==> src/rtl/img_mem_arbiter_if.sv <==
// img_mem_arbiter_if: video, host and RAM buses of the image memory arbiter.
interface img_mem_arbiter_if #(
    parameter int ADDR_W = 18,
    parameter int DATA_W = 8
);
    logic              vid_req;
    logic [ADDR_W-1:0] vid_addr;
    logic [DATA_W-1:0] vid_q;
    logic              vid_valid;
    logic              vid_miss;
    logic              host_req;
    logic              host_we;
    logic [ADDR_W-1:0] host_addr;
    logic [DATA_W-1:0] host_wdata;
    logic              host_gnt;
    logic [DATA_W-1:0] host_rdata;
    logic              host_rvalid;
    logic [ADDR_W-1:0] mem_addr;
    logic [DATA_W-1:0] mem_wdata;
    logic              mem_we;
    logic [DATA_W-1:0] mem_q;

    modport slave (
        input  vid_req, vid_addr, host_req, host_we, host_addr, host_wdata, mem_q,
        output vid_q, vid_valid, vid_miss, host_gnt, host_rdata, host_rvalid,
               mem_addr, mem_wdata, mem_we
    );

    modport master (
        output vid_req, vid_addr, host_req, host_we, host_addr, host_wdata, mem_q,
        input  vid_q, vid_valid, vid_miss, host_gnt, host_rdata, host_rvalid,
               mem_addr, mem_wdata, mem_we
    );
endinterface

==> src/rtl/img_mem_arbiter.sv <==
// img_mem_arbiter: single-port image RAM arbiter, video priority, 2-cycle tagged reads.
// Define ARB_STARVE_GUARD_EN to let a starved host pre-empt one video read.
module img_mem_arbiter #(
    parameter int ADDR_W     = 18,
    parameter int DATA_W     = 8,
    parameter int STARVE_MAX = 64
) (
    input  logic               clk,
    input  logic               rst_n,
    img_mem_arbiter_if.slave   bus
);
    localparam logic [1:0] S_IDLE = 2'd0, S_VID = 2'd1, S_HRD = 2'd2, S_HWR = 2'd3;
    localparam logic [1:0] T_NONE = 2'd0, T_VID = 2'd1, T_HOST = 2'd2;

    logic [1:0]        r_state, r_tag0, r_tag1;
    logic [1:0]        w_next, w_tag;
    logic              w_host_ok, w_guard, w_vid, w_host;
    logic [ADDR_W-1:0] r_mem_addr;
    logic [DATA_W-1:0] r_mem_wdata, r_vid_q, r_host_rdata;
    logic              r_vid_valid, r_host_rvalid;

    // Host states share bit 1, so the grant pulse is just the state MSB.
    always_comb begin
        w_host_ok = bus.host_req && !r_state[1];
        w_vid     = bus.vid_req && !w_guard;
        w_host    = w_host_ok && !w_vid;
        w_next    = w_vid ? S_VID : w_host ? (bus.host_we ? S_HWR : S_HRD) : S_IDLE;
        w_tag     = (w_next == S_VID) ? T_VID : (w_next == S_HRD) ? T_HOST : T_NONE;
    end

`ifdef ARB_STARVE_GUARD_EN
    localparam int CNT_W = $clog2(STARVE_MAX + 1);
    logic [CNT_W-1:0] r_cnt;
    logic [1:0]       r_miss;
    logic             r_vid_miss;

    assign w_guard      = w_host_ok && bus.vid_req && (r_cnt == CNT_W'(STARVE_MAX));
    assign bus.vid_miss = r_vid_miss;

    always_ff @(posedge clk or negedge rst_n) begin
        if (!rst_n) begin
            r_cnt      <= '0;
            r_miss     <= '0;
            r_vid_miss <= 1'b0;
        end else begin
            r_cnt      <= (w_host || !bus.host_req) ? '0 :
                          (w_host_ok && w_vid && r_cnt != CNT_W'(STARVE_MAX)) ? r_cnt + CNT_W'(1) : r_cnt;
            r_miss     <= {r_miss[0], w_guard};
            r_vid_miss <= r_miss[1];
        end
    end
`else
    // Video always wins; the comparison only keeps STARVE_MAX referenced.
    assign w_guard      = (STARVE_MAX < 0);
    assign bus.vid_miss = 1'b0;
`endif

    always_ff @(posedge clk or negedge rst_n) begin
        if (!rst_n) begin
            r_state       <= S_IDLE;
            r_tag0        <= T_NONE;
            r_tag1        <= T_NONE;
            r_mem_addr    <= '0;
            r_mem_wdata   <= '0;
            r_vid_q       <= '0;
            r_vid_valid   <= 1'b0;
            r_host_rdata  <= '0;
            r_host_rvalid <= 1'b0;
        end else begin
            r_state       <= w_next;
            r_mem_addr    <= (w_next == S_VID) ? bus.vid_addr : w_next[1] ? bus.host_addr : r_mem_addr;
            r_mem_wdata   <= (w_next == S_HWR) ? bus.host_wdata : r_mem_wdata;
            r_tag0        <= w_tag;
            r_tag1        <= r_tag0;
            r_vid_valid   <= (r_tag1 == T_VID);
            r_vid_q       <= (r_tag1 == T_VID) ? bus.mem_q : r_vid_q;
            r_host_rvalid <= (r_tag1 == T_HOST);
            r_host_rdata  <= (r_tag1 == T_HOST) ? bus.mem_q : r_host_rdata;
        end
    end

    assign bus.host_gnt    = r_state[1];
    assign bus.mem_we      = (r_state == S_HWR);
    assign bus.mem_addr    = r_mem_addr;
    assign bus.mem_wdata   = r_mem_wdata;
    assign bus.vid_q       = r_vid_q;
    assign bus.vid_valid   = r_vid_valid;
    assign bus.host_rdata  = r_host_rdata;
    assign bus.host_rvalid = r_host_rvalid;
endmodule

==> src/flat_wrapper.sv <==
// flat-port wrapper written by rule: the top's interface ports become plain ports
module img_mem_arbiter_flat 
#(
    parameter int ADDR_W     = 18,
    parameter int DATA_W     = 8,
    parameter int STARVE_MAX = 64
)
  (clk, rst_n, bus_vid_req, bus_vid_addr, bus_host_req, bus_host_we, bus_host_addr, bus_host_wdata, bus_mem_q, bus_vid_q, bus_vid_valid, bus_vid_miss, bus_host_gnt, bus_host_rdata, bus_host_rvalid, bus_mem_addr, bus_mem_wdata, bus_mem_we);
  img_mem_arbiter_if #(.ADDR_W(ADDR_W), .DATA_W(DATA_W)) bus_i ();
  input  logic clk;
  input  logic rst_n;
  input wire logic [$bits(bus_i.vid_req)-1:0] bus_vid_req;
  input wire logic [$bits(bus_i.vid_addr)-1:0] bus_vid_addr;
  input wire logic [$bits(bus_i.host_req)-1:0] bus_host_req;
  input wire logic [$bits(bus_i.host_we)-1:0] bus_host_we;
  input wire logic [$bits(bus_i.host_addr)-1:0] bus_host_addr;
  input wire logic [$bits(bus_i.host_wdata)-1:0] bus_host_wdata;
  input wire logic [$bits(bus_i.mem_q)-1:0] bus_mem_q;
  output wire logic [$bits(bus_i.vid_q)-1:0] bus_vid_q;
  output wire logic [$bits(bus_i.vid_valid)-1:0] bus_vid_valid;
  output wire logic [$bits(bus_i.vid_miss)-1:0] bus_vid_miss;
  output wire logic [$bits(bus_i.host_gnt)-1:0] bus_host_gnt;
  output wire logic [$bits(bus_i.host_rdata)-1:0] bus_host_rdata;
  output wire logic [$bits(bus_i.host_rvalid)-1:0] bus_host_rvalid;
  output wire logic [$bits(bus_i.mem_addr)-1:0] bus_mem_addr;
  output wire logic [$bits(bus_i.mem_wdata)-1:0] bus_mem_wdata;
  output wire logic [$bits(bus_i.mem_we)-1:0] bus_mem_we;
  assign bus_i.vid_req = bus_vid_req;
  assign bus_i.vid_addr = bus_vid_addr;
  assign bus_i.host_req = bus_host_req;
  assign bus_i.host_we = bus_host_we;
  assign bus_i.host_addr = bus_host_addr;
  assign bus_i.host_wdata = bus_host_wdata;
  assign bus_i.mem_q = bus_mem_q;
  assign bus_vid_q = bus_i.vid_q;
  assign bus_vid_valid = bus_i.vid_valid;
  assign bus_vid_miss = bus_i.vid_miss;
  assign bus_host_gnt = bus_i.host_gnt;
  assign bus_host_rdata = bus_i.host_rdata;
  assign bus_host_rvalid = bus_i.host_rvalid;
  assign bus_mem_addr = bus_i.mem_addr;
  assign bus_mem_wdata = bus_i.mem_wdata;
  assign bus_mem_we = bus_i.mem_we;
  img_mem_arbiter #(.ADDR_W(ADDR_W), .DATA_W(DATA_W), .STARVE_MAX(STARVE_MAX)) u_core (.clk(clk), .rst_n(rst_n), .bus(bus_i));
endmodule
==> config.mk <==
export PLATFORM = sky130hd
export DESIGN_NAME = img_mem_arbiter_flat
export DESIGN_NICKNAME = d
export VERILOG_FILES = /design/src/rtl/img_mem_arbiter_if.sv /design/src/rtl/img_mem_arbiter.sv /design/src/flat_wrapper.sv
export SDC_FILE = /design/constraint.sdc
export NUM_CORES = 1
export LEC_CHECK = 0
export CORE_MARGIN = 1.5
export CORE_UTILIZATION = 41
export CTS_CLUSTER_SIZE = 16
export DETAILED_ROUTE_END_ITERATION = 6
export PLACE_DENSITY = 0.87
export RECOVER_POWER = 25
export SKIP_LAST_GASP = 1
export SYNTH_ARGS = -nofsm -noshare
export SYNTH_HDL_FRONTEND = slang
export SYNTH_SLANG_ARGS = --single-unit
==> constraint.sdc <==
create_clock -name clk -period 1.5 [get_ports clk]
set_input_delay 0.225 -clock clk [delete_from_list [all_inputs] [get_ports clk]]
set_output_delay 0.225 -clock clk [all_outputs]
set_load 0.01 [all_outputs]
* Word level (Yosys, flattened, before mapping)
Index checks and enable logic that the tools add are counted. W data, S select, Z words.
Word-level totals: bits in registers 50, latch bits 0, bits in writable memories 0, bits in read-only memories 0, input port bits 57, output and inout port bits 47, memories kept 0
Operators by class: $add $sub $neg 0, $mul 0, divide/modulo/power cells 0, magnitude comparators 0, equal/unequal tests 6, shifts and indexed selects 0, multiplexer cells 7, bitwise gates (word level) 0, reductions and logical operators 5
Operators with widths (count):
- $mux W18 | 2
- $eq A2 B2 Y1 const B | 4
- $mux W2 | 4
- $eq A2 B1 Y1 const B | 2
- $logic_and A1 B1 Y1 | 2
- $logic_not A1 Y1 | 2
- $reduce_bool A2 Y1 | 1
- $mux W1 | 1

* Depth between registers and ports, before layout
depth after elaboration 8, depth in mapped cells 5

* Worst setup path before layout
No wires, ideal clock.
kind register -> register, start reg u_core.r_state[1], end reg u_core.r_mem_wdata[0] (netlist: u_core.bus.mem_wdata[0]), arrival time 1.150 ns, path slack 0.225 ns, cell stages (with the launch flop) 4, buffers on the path 1, clock period less this slack 1.275 ns, path through dfrtp_1 and4bb_1 buf_6 mux2_4
On the way: cells in the longest elaborated chain, start to end 6
Ends and longest elaborated chain:
- from (decl) | RTL line img_mem_arbiter.sv:15 | logic [1:0] r_state, r_tag0, r_tag1;
- from (signal assigned) | RTL line img_mem_arbiter.sv:70 | r_state <= w_next;
- $logic_not A1 Y1 | RTL line img_mem_arbiter.sv:24 | w_host_ok = bus.host_req && !r_state[1];
- $logic_and A1 B1 Y1 | RTL line img_mem_arbiter.sv:24
- $logic_and A1 B1 Y1 | RTL line img_mem_arbiter.sv:26 | w_host = w_host_ok && !w_vid;
- $mux W2 (2 in series) | RTL line img_mem_arbiter.sv:27 | w_next = w_vid ? S_VID : w_host ? (bus.host_we ? S_HWR : S_HRD) : S_IDLE;
- $eq A2 B2 Y1 | RTL line img_mem_arbiter.sv:72 | r_mem_wdata <= (w_next == S_HWR) ? bus.host_wdata : r_mem_wdata;
- to (signal assigned) | RTL line img_mem_arbiter.sv:72
- to (decl) | RTL line img_mem_arbiter.sv:19 | logic [DATA_W-1:0] r_mem_wdata, r_vid_q, r_host_rdata;
No other way between the ends. A chain may end at the register's enable or synchronous reset.

* Worst setup path in the final report
start reg u_core.r_state[1], end out bus_mem_we
On the way: cells in the longest elaborated chain, start to end 1
Ends and longest elaborated chain:
- $eq A2 B2 Y1 | RTL line img_mem_arbiter.sv:83 | assign bus.mem_we = (r_state == S_HWR);
- to (decl) | RTL line flat_wrapper.sv:27 | output wire logic [$bits(bus_i.mem_we)-1:0] bus_mem_we;
No other way between the ends.

==> flow_metrics.py <==
metrics = {
    "outcome": {
        "status": "completed",
    },
    "timing": {
        "period_share_pct": 96.91,
        "worst_slew_pin_slew_ns": 0.8890,
        "max_freq_mhz": 687.9,
        "final.setup_skew_ns": 0.002716,
        "grt_setup_unrepaired": "yes",
        "hold_ws_ns": 0.3582,
        "finalHoldViolCount": 0,
        "slew-limit-headroom_pct": 40.74,
        "finalSetupViolCount": 0,
        "period_minus_slack_ns": 1.454,
        "maxSlewViolCount": 0,
    },
    "layout": {
        "diodes": 0,
        "fin_nets": 337,
        "drive_gt1_share_pct": 15.66,
        "areaGrowthSynthToFinish_pct": 54.99,
        "final_area_sq_um": 3442,
    },
    "power": {
        "p_int_w": 0.002649,
        "swShare_pct": 24.86,
        "finalPower_w": 0.003526,
        "p_comb_share_pct": 27.3,
        "pwr-share-seq_pct": 46.3,
        "leakagePower_nw": 1.493,
        "clockPowerShare_pct": 26.3,
        "peakVddDrop_mv": 0.4060,
        "pwr_density_cell_nw_per_um2": 1024,
        "p_sw_w": 0.0008767,
    },
    "drt": {
        "first_pass_iters": 6,
        "vias": 1737,
        "drt-total-wl_microns": 5535,
        "drc_errors": 0,
        "ant_nets": 0,
        "post_drt_wl_per_cell_microns": 15.77,
        "drt_iter0_drc": 70,
        "post_drt_via_cell_ratio": 4.949,
    },
    "synthesis": {
        "synth_area_leaders": "dfrtp_1 (56%), nand4bb_1 (9.1%), mux2_2 (7.6%)",
        "netlist_instances": 174,
        "synth_cell_type_count": 21,
        "synth.most_common_cell": "dfrtp_1",
        "synth_ff_type": "dfrtp_1",
        "async_flop_share_pct": 100.0,
        "synth_top_area_cell": "dfrtp_1",
        "syn_area_per_cell_sq_um": 12.76,
        "ys_ff_latch": 50,
        "yosysWarningCount": 0,
        "syn_nets": 231,
        "netlist_top_cells_count": "dfrtp_1 (50), inv_1 (19), nand2_1 (18), nand4bb_1 (18), o311ai_0 (16)",
        "synth_top_area_share_pct": 56.34,
        "synth_seq_area_share_pct": 56.34,
        "synth.cell_area_sq_um": 2221,
        "synth-edff-count": 0,
    },
    "worst_setup_path": {
        "r2r-start": "u_core.r_tag1[0]",
        "cp.required_ns": 1.27,
        "critPathKind": "reg2out",
        "r2r_setup_slack_ns": 0.05,
        "cp.arrival_ns": 1.23,
        "critPathMaxFanout": 3,
        "reg2reg_to": "u_core.bus.host_rdata[4]",
        "crit_buf_inv": 2,
        "critPathMaxStageDelay_ns": 0.38,
        "crit_slowest_cell": "dfrtp_1",
        "cp_cell_sequence": "buf_4, and2_1, dlygate4sd2_1",
        "worst_setup_path_end_kind": "output pin",
        "reg2reg_depth": 3,
        "cp_top_family": "buffers and inverters",
        "critPathLaunchType": "flip-flop",
    },
    "flow_run": {
        "cap_violations": 0,
    },
    "clock_network": {
        "cts_tree": "done",
        "clockRootBuffer": "clkbuf_8",
        "cts_made_buffers": 5,
        "clk_latency_ns": 0.29,
        "cts_sinks": 50,
        "path_clk_slew_ns": 0.09,
        "ctsHtreeMaxLevel": 2,
        "clk_path_buf_depth": 2,
    },
    "floorplanning": {
        "die-width_microns": 76.60,
        "coreArea_sq_um": 5172,
        "initial_core_util_pct": 42.94,
        "core.rowCount": 26,
        "io_pins": 104,
        "dieHeight_microns": 76.60,
        "die_area_sq_um": 5868,
    },
    "global_route": {
        "antenna_found_initial": 0,
        "grt_pass1_wl_microns": 8928,
        "grt_max_degree": 59,
        "grt_overflow": 0,
        "grt_pass1_vias": 1808,
        "grt_use_total_pct": 19.53,
    },
    "placed_design": {
        "placed_cell_area_sq_um": 3318,
        "gp_congestion": 0.7445,
        "portBuffers": 102,
        "dp_hpwl_microns": 3967,
    },
    "hold_path": {
        "min-delay-start": "u_core.r_tag0[0]",
        "hold_path_depth": 0,
        "hp-class": "reg2reg",
        "hold_path_end": "u_core.r_tag1[0]",
    },
}
[cell usage in the layout, fill, tap and decap left out]
| cell | count |
|---|---|
| nand2_1 | 18 |
| clkbuf_8 | 5 |
| nand2b_1 | 2 |
| mux2_1 | 1 |
| inv_1 | 19 |
| dfrtp_1 | 50 |
| o311ai_0 | 16 |
| dlygate4sd2_1 | 2 |
| nand4bb_1 | 18 |
| nor2_1 | 1 |
| mux2_4 | 8 |
| buf_2 | 1 |
| mux2_2 | 15 |
| conb_1 | 1 |
| clkinvlp_4 | 1 |
| dlygate4sd3_1 | 1 |
| o311ai_1 | 2 |
| clkbuf_1 | 2 |
| bufinv_16 | 1 |
| clkbuf_4 | 1 |
| buf_4 | 9 |
| nor2b_1 | 2 |
| and4bb_1 | 1 |
| clkbuf_2 | 2 |
| dlymetal6s2s_1 | 3 |
| and2_1 | 1 |
| nor3_1 | 1 |
| buf_12 | 1 |
| clkdlybuf4s50_1 | 95 |
| a21o_1 | 1 |
[through the flow]
step           setup WS (ns)  std cells  utilization [%]  setup TNS [ns]
2_1_floorplan         0.2248        174                -               0
3_3_place_gp        -0.04893        338            64.15         -0.3866
3_5_place_dp         -0.1165        338            64.15         -0.7524
4_1_cts              0.01892        350            66.86               0
5_1_grt             -0.01039        351            66.55        -0.01197
6_report             0.04635        351            66.55               0
[per-layer routing]
metal	vias to the layer above	global-route usage, %	part of all wire, %
met5	-	0	0
met4	0	5.741	0.65
met3	4	4.790	4.4
met2	67	33.66	52
met1	846	24.23	43
li1	820	-	-
[worst max-delay path by stage]
| stage | start | end | slack, ns | cells past startpoint |
|---|---|---|---|---|
| finish | u_core.r_state[1] | bus_mem_we | 0.05 | 3 |
| global route | u_core.r_state[1] | bus_mem_we | -0.01 | 3 |
| CTS | u_core.bus.mem_wdata[3] | bus_mem_wdata[3] | 0.02 | 1 |
| detailed placement | bus_host_req | u_core.bus.mem_addr[9] | -0.12 | 4 |
| global placement | bus_host_req | u_core.bus.mem_wdata[1] | -0.05 | 4 |
| floorplan | u_core.r_state[1] | u_core.bus.mem_wdata[0] | 0.22 | 3 |
[flip-flops by register name (all words and copies together), names as in the netlist]
signal and cells:
u_core.bus.vid_valid 1, u_core.r_state 2, u_core.bus.mem_addr 18, u_core.r_tag1 2, u_core.r_tag0 2, u_core.bus.vid_q 8
u_core.bus.mem_wdata 8, u_core.bus.host_rdata 8, u_core.bus.host_rvalid 1
[final cells by class]
class                   count  area (sq um)
flip-flops and latches     50          1251
inverters                  19         71.32
clock buffers               6         72.57
fillers                   394          1730
repair buffers            116          1130
multi-input cells          88         792.0
well taps                  70         87.58
clock inverters             2         37.54
[logic make-up after synthesis]
group | share of synthesized area, %
AO/OA/AOI/OAI | 7.437
buffers and inverters | 8.000
multiplexers | 13.52
AND/OR/NAND/NOR | 14.53
flip-flops | 56.34
other | 0.1689
[power groups by stage]
| stage | combinational (W) | clock [W] | sequential [W] |
|---|---|---|---|
| final | 0.000964 | 0.000927 | 0.00163 |
| after global routing | 0.00103 | 0.00102 | 0.00166 |
| after CTS | 0.000987 | 0.000946 | 0.00164 |
| after detailed placement | 0.000978 | 0 | 0.00166 |
| after global placement | 0.000946 | 0 | 0.00165 |
| after floorplan | 0.000285 | 0 | 0.00173 |
[timing repair]
| item | 4_1_cts | 5_1_grt |
|---|---|---|
| hold buffers | 1 | 0 |
| setup endpoints to repair | 2 | 4 |
| setup buffers | 3 | 1 |
| cloned | 0 | 0 |
| gates resized for setup | 2 | 3 |
| endpoints found under the hold margin | 18 | 0 |
No activity file was read; power rests on OpenSTA's default activity.
